## src/rtl/writeback_sequencer.sv

```systemverilog
// Write-back stage controller: registers single-beat GPR writes, assembles
// multi-beat RET/RTI stack pops into an atomic PC (and CCR) load, and passes
// SP updates straight through.  All outputs are registered.
module writeback_sequencer #(
    parameter int REG_SIZE   = 16,
    parameter int CCR_SIZE   = 16,
    parameter int REG_NUMBER = 8
) (
    input  logic                  clk,
    input  logic                  rst,
    input  logic                  in_valid,
    output logic                  in_ready,
    input  logic [1:0]            in_op,
    input  logic [3:0]            in_wr_addr,
    input  logic [REG_SIZE-1:0]   in_data,
    input  logic                  in_sp_valid,
    input  logic [31:0]           in_sp_data,
    output logic                  Data_write1,
    output logic [3:0]            write_addr1,
    output logic [REG_SIZE-1:0]   write_data1,
    output logic                  sp_write,
    output logic [31:0]           write_sp_data,
    output logic                  pc_load,
    output logic [2*REG_SIZE-1:0] write_pc_data,
    output logic                  ccr_load,
    output logic [CCR_SIZE-1:0]   write_ccr,
    output logic                  busy,
    output logic                  addr_err
);

    typedef enum logic [1:0] {IDLE, RET_HI, RTI_LO, RTI_HI} state_t;

    // Address compare is done one bit wider so REG_NUMBER = 16 still works.
    localparam logic [4:0] REG_LIMIT = 5'(REG_NUMBER);

    state_t                state_q, state_d;
    logic [REG_SIZE-1:0]   pc_lo_q, pc_lo_d;
    logic [CCR_SIZE-1:0]   ccr_hold_q, ccr_hold_d;
    logic                  data_write1_q, data_write1_d;
    logic [3:0]            write_addr1_q, write_addr1_d;
    logic [REG_SIZE-1:0]   write_data1_q, write_data1_d;
    logic                  sp_write_q, sp_write_d;
    logic [31:0]           write_sp_data_q, write_sp_data_d;
    logic                  pc_load_q, pc_load_d;
    logic [2*REG_SIZE-1:0] write_pc_data_q, write_pc_data_d;
    logic                  ccr_load_q, ccr_load_d;
    logic [CCR_SIZE-1:0]   write_ccr_q, write_ccr_d;
    logic                  addr_err_q, addr_err_d;
    logic                  accept;

    // The pc_load cycle is a flush bubble: nothing is accepted then.
    assign in_ready = ~rst & ~pc_load_q;
    assign accept   = in_valid & in_ready;

    assign Data_write1   = data_write1_q;
    assign write_addr1   = write_addr1_q;
    assign write_data1   = write_data1_q;
    assign sp_write      = sp_write_q;
    assign write_sp_data = write_sp_data_q;
    assign pc_load       = pc_load_q;
    assign write_pc_data = write_pc_data_q;
    assign ccr_load      = ccr_load_q;
    assign write_ccr     = write_ccr_q;
    assign busy          = (state_q != IDLE);
    assign addr_err      = addr_err_q;

    // Next-state, pop latches and registered outputs; strobes default low, values hold.
    always_comb begin
        state_d         = state_q;
        pc_lo_d         = pc_lo_q;
        ccr_hold_d      = ccr_hold_q;
        data_write1_d   = 1'b0;
        write_addr1_d   = write_addr1_q;
        write_data1_d   = write_data1_q;
        sp_write_d      = 1'b0;
        write_sp_data_d = write_sp_data_q;
        pc_load_d       = 1'b0;
        write_pc_data_d = write_pc_data_q;
        ccr_load_d      = 1'b0;
        write_ccr_d     = write_ccr_q;
        addr_err_d      = 1'b0;

        if (accept) begin
            // SP path runs alongside whatever the FSM does with this beat.
            if (in_sp_valid) begin
                sp_write_d      = 1'b1;
                write_sp_data_d = in_sp_data;
            end
            case (state_q)
                IDLE: begin
                    case (in_op)
                        2'b01: begin
                            if ({1'b0, in_wr_addr} < REG_LIMIT) begin
                                data_write1_d = 1'b1;
                                write_addr1_d = in_wr_addr;
                                write_data1_d = in_data;
                            end else begin
                                addr_err_d = 1'b1;
                            end
                        end
                        2'b10: begin
                            pc_lo_d = in_data;
                            state_d = RET_HI;
                        end
                        2'b11: begin
                            ccr_hold_d = CCR_SIZE'(in_data);
                            state_d    = RTI_LO;
                        end
                        default: ;
                    endcase
                end
                RTI_LO: begin
                    pc_lo_d = in_data;
                    state_d = RTI_HI;
                end
                RET_HI: begin
                    pc_load_d       = 1'b1;
                    write_pc_data_d = {in_data, pc_lo_q};
                    state_d         = IDLE;
                end
                RTI_HI: begin
                    pc_load_d       = 1'b1;
                    ccr_load_d      = 1'b1;
                    write_pc_data_d = {in_data, pc_lo_q};
                    write_ccr_d     = ccr_hold_q;
                    state_d         = IDLE;
                end
                default: state_d = IDLE;
            endcase
        end
    end

    // State and output registers; reset discards any partial pop sequence.
    always_ff @(posedge clk or posedge rst) begin
        if (rst) begin
            state_q         <= IDLE;
            pc_lo_q         <= '0;
            ccr_hold_q      <= '0;
            data_write1_q   <= 1'b0;
            write_addr1_q   <= '0;
            write_data1_q   <= '0;
            sp_write_q      <= 1'b0;
            write_sp_data_q <= '0;
            pc_load_q       <= 1'b0;
            write_pc_data_q <= '0;
            ccr_load_q      <= 1'b0;
            write_ccr_q     <= '0;
            addr_err_q      <= 1'b0;
        end else begin
            state_q         <= state_d;
            pc_lo_q         <= pc_lo_d;
            ccr_hold_q      <= ccr_hold_d;
            data_write1_q   <= data_write1_d;
            write_addr1_q   <= write_addr1_d;
            write_data1_q   <= write_data1_d;
            sp_write_q      <= sp_write_d;
            write_sp_data_q <= write_sp_data_d;
            pc_load_q       <= pc_load_d;
            write_pc_data_q <= write_pc_data_d;
            ccr_load_q      <= ccr_load_d;
            write_ccr_q     <= write_ccr_d;
            addr_err_q      <= addr_err_d;
        end
    end

endmodule

```

## config.mk

```make
export PLATFORM = sky130hd
export DESIGN_NAME = writeback_sequencer
export DESIGN_NICKNAME = d
export VERILOG_FILES = /design/src/rtl/writeback_sequencer.sv
export SDC_FILE = /design/constraint.sdc
export NUM_CORES = 1
export LEC_CHECK = 0
export ABC_AREA = 1
export BUFFER_PORTS_ARGS = -buffer_cell sky130_fd_sc_hd__buf_2
export CAP_MARGIN = 5
export CORE_MARGIN = 3
export CORE_UTILIZATION = 40
export DETAILED_ROUTE_END_ITERATION = 16
export GPL_TIMING_DRIVEN = 0
export PLACE_DENSITY = 0.62
export SLEW_MARGIN = 10
export SYNTH_ARGS = -nofsm -noshare
export SYNTH_HDL_FRONTEND = slang
export SYNTH_SLANG_ARGS = --single-unit
export TNS_END_PERCENT = 1
```

## constraint.sdc

```tcl
create_clock -name clk -period 7.1 [get_ports clk]
set_input_delay 1.775 -clock clk [delete_from_list [all_inputs] [get_ports clk]]
set_output_delay 1.775 -clock clk [all_outputs]
set_load 0.05 [all_outputs]
```

### After elaboration in Yosys (flattened, before gate mapping)

Cells that the tools add are included.

| storage, ports and cells | value |
|---|---|
| bits of input ports | 58 |
| output and inout port bits | 107 |
| register bits | 139 |

| cells by class | value |
|---|---|
| reductions and logical operators | 11 |
| multiplexer cells | 18 |
| equal/unequal tests | 8 |
| bitwise logic cells | 4 |
| $lt $le $gt $ge | 1 |

Operator list:

| operator | number |
|---|---|
| 16-bit case mux with 2 select lines | 1 |
| 16-bit 2-to-1 mux | 1 |
| 1-bit 2-to-1 mux | 14 |
| 2-bit == test (second input constant) | 4 |
| 2-bit AND reduction | 4 |
| 2-bit case mux with 3 select lines | 1 |
| 3-bit AND reduction | 2 |
| 2-bit by 1-bit == test with 1-bit output (second input constant) | 2 |
| 4-bit < comparator (second input constant) | 1 |
| 2-bit case mux with 2 select lines | 1 |
| 4-bit AND reduction | 1 |
| 2-bit nonzero test | 2 |
| 3-bit by 1-bit != test with 1-bit output (second input constant) | 1 |
| 1-bit AND | 2 |
| 2-bit logical NOT | 1 |
| 2-bit by 1-bit != test with 1-bit output (second input constant) | 1 |
| 1-bit inverter | 2 |
| 2-bit OR reduction | 1 |

### Longest topological paths before layout

| depth | value |
|---|---|
| depth after elaboration | 5 |
| mapped depth | 8 |

### Least setup slack after synthesis

Ideal clock, no wire load.

| timing path | value |
|---|---|
| kind | input to register |
| start point | in rst |
| end point | reg pc_lo_q[0] |
| data required time | 6.983 ns |
| arrival time | 4.253 ns |
| cell stages on the path | 7 |
| library setup time | 0.117 ns |
| path slack | 2.729 ns |
| cells stage by stage | inv_2 nand2_2 nor2_8 nand3_4 buf_2 nand2_1 nand2_1 |

| between the ends | value |
|---|---|
| cells in the longest elaborated chain, start to end | 4 |

Ends and longest elaborated chain:

| element | RTL line | source |
|---|---|---|
| start, declared | 10 | `input logic rst,` |
| 1-bit inverter | 52 | `assign in_ready = ~rst & ~pc_load_q;` |
| 1-bit AND | 52 |  |
| 1-bit AND | 53 | `assign accept = in_valid & in_ready;` |
| 3-bit AND reduction (no source line) | - |  |
| end signal, assigned | 151 | `pc_lo_q <= pc_lo_d;` |
| end, declared | 37 | `logic [REG_SIZE-1:0] pc_lo_q, pc_lo_d;` |

Every way passes these cells.
A chain may end at the register's enable or synchronous reset.

### Worst setup path after layout

| timing path | value |
|---|---|
| start point | in rst |
| end point | out in_ready |

| between the ends | value |
|---|---|
| cells in the longest elaborated chain, start to end | 2 |

Ends and longest elaborated chain:

| element | RTL line | source |
|---|---|---|
| 1-bit inverter | 52 |  |
| 1-bit AND | 52 |  |
| end, declared | 12 | `output logic in_ready,` |

Every way passes these cells.

==> metrics.sh <==
RUN_STATUS='complete, no violations'
CELLLEAKAGEPOWER_nW=4.01
WORSTREGTOREGCELLS=6
STARTPOINT_OF_THE_MOST_CRITICAL_SETUP_PATH='rst'
FINAL_ANTENNA_NET_COUNT=0
CTS_ROOT_BUF='sky130_fd_sc_hd__clkbuf_16'
TRITONCTS_NUM_SINKS=139
NETLIST.AREA_LEADER.SHARE_PCT=64.8
SEQ_TOTAL_AREA_YOSYS_PCT=64.8
PATH_MAX_FANOUT=4
CTS_RESIZED=0
SYNTH.MUX.AREA_FRACTION_PCT=0
CRIT_PATH_END_KIND='output pin'
SYNTH_TOP_CELLS_BY_AREA='sky130_fd_sc_hd__dfrtp_1, sky130_fd_sc_hd__nand2_1, sky130_fd_sc_hd__o21ai_0'
SYNTH-EDFF-COUNT=0
WORSTREG2REGSTART='pc_load'
POST_CTS.REPAIR.SETUP_BUFFERS=0
SYNTH_XOR_XNOR_AREA_SHARE_PCT=0
TIMING.RR.END='write_data1[5]'
SYNTHTOPCELLSBYCOUNT='sky130_fd_sc_hd__nand2_1, sky130_fd_sc_hd__dfrtp_1, sky130_fd_sc_hd__o21ai_0, sky130_fd_sc_hd__inv_1, sky130_fd_sc_hd__nand4_1'
CTS_HOLD_REPAIR.BUFFERS=0
WORST_CLOCK_SKEW_NS=0.00887
LAYOUT-DRIVE-GT1-SHARE_PCT=29.9
FMAXACHIEVABLE_MHz=242
SYNTH_SIMPLE_GATE_AREA_SHARE_PCT=25.4
CLK_PIN_SLEW_NS=0.05
GLOBALROUTE.TOTALOVERFLOW=0
DPL_CELL_AREA_UM2=6440
DRT-WIRELENGTH-PER-CELL_UM=14.7
FINAL.SETUP.TNS_NS=0
DRC_ERRORS=0
SYNTH_LARGEST_AREA_CELL='sky130_fd_sc_hd__dfrtp_1'
DESIGN_AREA_UM2=7050
GLOBALPLACE.CONGESTION=0.797
VIAS=4496
PLACED_CELLS=919
GR_LAYER_USAGE_MET3_PCT=5.15
GRT_START_MAX_NET_PINS=84
NFILLCELLS=1176
MEAN_INSTANCE_SIZE_IN_THE_SYNTHESIZED_NETLIST_UM2=9.23
GLOBAL_ROUTE.USAGE.MET1_PCT=25.4
DRTPASS1ITERATIONS=6
SYNTHADDERAREAFRAC_PCT=0
CLKLATENCYLATEPIN_NS=0.42
CRITPATHLAUNCHTYPE='input pin'
POWER_DENSITY_nW_PER_UM2=516
DRT-TOTAL-WL_UM=13900
START_UTIL_PCT=41.7
DIODES=0
ROW_COUNT=41
TIMING_WORST_SETUP_PATH_TYPE='in2out'
TIGHTESTPINTRANSITION_NS=0.744
SETUP_VIOL_COUNT_FINAL=0
NUMPORTBUFFERS=164
SETUP.REG_TO_REG.WORST_SLACK_NS=5.50
TRITONCTS.NUM_BUFFERS=17
DIE-AREA_UM2=14900
PIN_COUNT=165
SYNTH_FF_TYPE='sky130_fd_sc_hd__dfrtp_1'
NETLIST_AREA_UM2=5370
SLEW_VIOLATIONS=0
POSTSYNTH.ASYNCRESETSHARE_PCT=100
FIRST_GLOBAL_VIAS=4402
IRDROPWORSTVDD_V=0.000285
TIMING.CRITICAL_PATH.ARRIVAL_NS=2.35
POST-DP-HPWL_UM=10300
GRT_SETUP_UNREPAIRED='false'
ANTENNA_VIOLATIONS_BEFORE_REPAIR=0
GRT_UTIL_ALL_LAYERS_PCT=19.5
SYNTH-SEQ-CELLS=139
GRT_FIRST_PASS_WIRELENGTH_UM=22200
DESIGN.FINAL.NETS=824
CP_DATA_REQUIRED_TIME_NS=5.33
TIMING.FINAL.CRIT_SHARE_PCT=58.1
TIMING_HOLD_VIOLATIONS_FINAL=0
NETLIST_INSTANCES=582
TRITONCTS='built'
CTS_BUFFER_DEPTH=2
SYNTH_COMPOUND_GATE_AREA_SHARE_PCT=4.94
SLEW_HEADROOM_PCT=50.4
CHIP_WIDTH_UM=122
GRT-BUSIEST-LAYER='met2'
FINAL_PERIOD_MINUS_WORST_SETUP_SLACK_NS=4.13
HEIGHT_OF_THE_CHIP_UM=122
AREA.GROWTH.SYNTH_TO_FINAL_PCT=31.3
GRT.MET2_USAGE_PCT=31.0
SYNTH_TOP_FAMILY_BY_AREA='simple AND/OR/NAND/NOR gates'
DRV.MAX_CAP_VIOLATION_COUNT=0
CRITPATHCAPTURE='in_ready'
DR.FIRST_ITER.DRC_COUNT=359
TIMING.HOLD.WORST.CLASS='reg2reg'
VIAS_PER_CELL=4.73
YOSYSMOSTFREQUENTCELL='sky130_fd_sc_hd__nand2_1'
POST_LAYOUT_NONFILLER_INSTANCES=951
POSTSYNTHNETCOUNT=640
CTS_MAX_LEVEL=4
NUMBER_OF_WARNINGS_REPORTED_IN_THE_YOSYS_SYNTHESIS_LOG=0
CORE_REGION_AREA_UM2=12900
SYNTH.DISTINCT_CELLS=21
==> logic make-up after synthesis <==
group | Yosys count
and+or+nand+nor | 334
DFF | 139
buffers and inverters | 56
AOI/OAI and AO/OA | 53
==> where the power goes <==
group	internal (W)	switching (W)	leakage, nW	total, W
Clock	0.000577	0.000325	0.305	0.000902
Sequential	0.00110	0.000154	1.74	0.00126
Combinational	0.000310	0.00117	1.96	0.00148
Total	0.00199	0.00165	4.01	0.00364
==> flip-flops by register name, indices dropped and copies added (netlist names) <==
name	cells
Data_write1	1
addr_err	1
ccr_hold_q	16
ccr_load	1
pc_lo_q	16
pc_load	1
sp_write	1
state_q	2
write_addr1	4
write_ccr	16
write_data1	16
write_pc_data	32
write_sp_data	32
==> worst min path at each step <==
stage / start / end / slack (ns) / cells after the start
after detailed placement: write_pc_data[10] / write_pc_data[10] / 0.45 / 2
final: write_pc_data[10] / write_pc_data[10] / 0.46 / 2
after global routing: write_pc_data[4] / write_pc_data[4] / 0.48 / 2
after CTS: write_pc_data[10] / write_pc_data[10] / 0.47 / 2
after floorplan: pc_lo_q[0] / pc_lo_q[0] / 0.44 / 2
after global placement: write_pc_data[23] / write_pc_data[23] / 0.45 / 2
==> placed cells by master (no fill, tap or decap), types with 3 or more instances in the layout <==
cell type / Yosys / final
sky130_fd_sc_hd__clkbuf_1: 7 / 7
sky130_fd_sc_hd__nand2_2: 3 / 3
sky130_fd_sc_hd__dfrtp_1: 139 / 139
sky130_fd_sc_hd__nand2_1: 301 / 301
sky130_fd_sc_hd__clkbuf_8: 0 / 3
sky130_fd_sc_hd__nand4_1: 17 / 17
sky130_fd_sc_hd__nor2_1: 4 / 4
sky130_fd_sc_hd__clkinv_2: 0 / 6
sky130_fd_sc_hd__buf_2: 12 / 176
sky130_fd_sc_hd__bufinv_16: 0 / 3
sky130_fd_sc_hd__o21ai_0: 51 / 51
sky130_fd_sc_hd__clkbuf_16: 0 / 17
sky130_fd_sc_hd__buf_4: 8 / 8
sky130_fd_sc_hd__inv_1: 23 / 23
sky130_fd_sc_hd__inv_2: 5 / 4
==> stage by stage <==
step / worst slack [ns] / util [%] / power [W] / hold slack, ns
floorplan: 2.73 / - / 0.00236 / 0.442
global placement: 1.82 / 49.8 / 0.00273 / 0.449
detailed placement: 2.97 / 50.0 / 0.00276 / 0.453
CTS: 2.97 / 54.8 / 0.00367 / 0.467
global route: 2.96 / 54.8 / 0.00384 / 0.484
finish: 2.97 / 54.8 / 0.00364 / 0.462
==> routing by layer <==
| metal | part of all wire, % | vias up |
|---|---|---|
| met4 | 2.3 | 0 |
| met5 | 0 | - |
| met2 | 48 | 138 |
| li1 | - | 2180 |
| met3 | 6.3 | 23 |
| met1 | 43 | 2155 |
==> worst max-delay path, stage by stage <==
cell,delay (ns)
sky130_fd_sc_hd__buf_2,0.14
sky130_fd_sc_hd__nor2_4,0.14
sky130_fd_sc_hd__buf_2,0.29
==> cell type report <==
cell class	count	area (um2)	share of cell area [%]
inverter	28	110	1.56
multi-input combinational	387	1630	23.1
buffer	28	158	2.24
clock inverter	12	145	2.06
sequential	139	3480	49.3
timing repair buffer	165	848	12.0
tap	172	215	3.05
clock buffer	20	467	6.62
No activity file was read; power rests on OpenSTA's default activity.
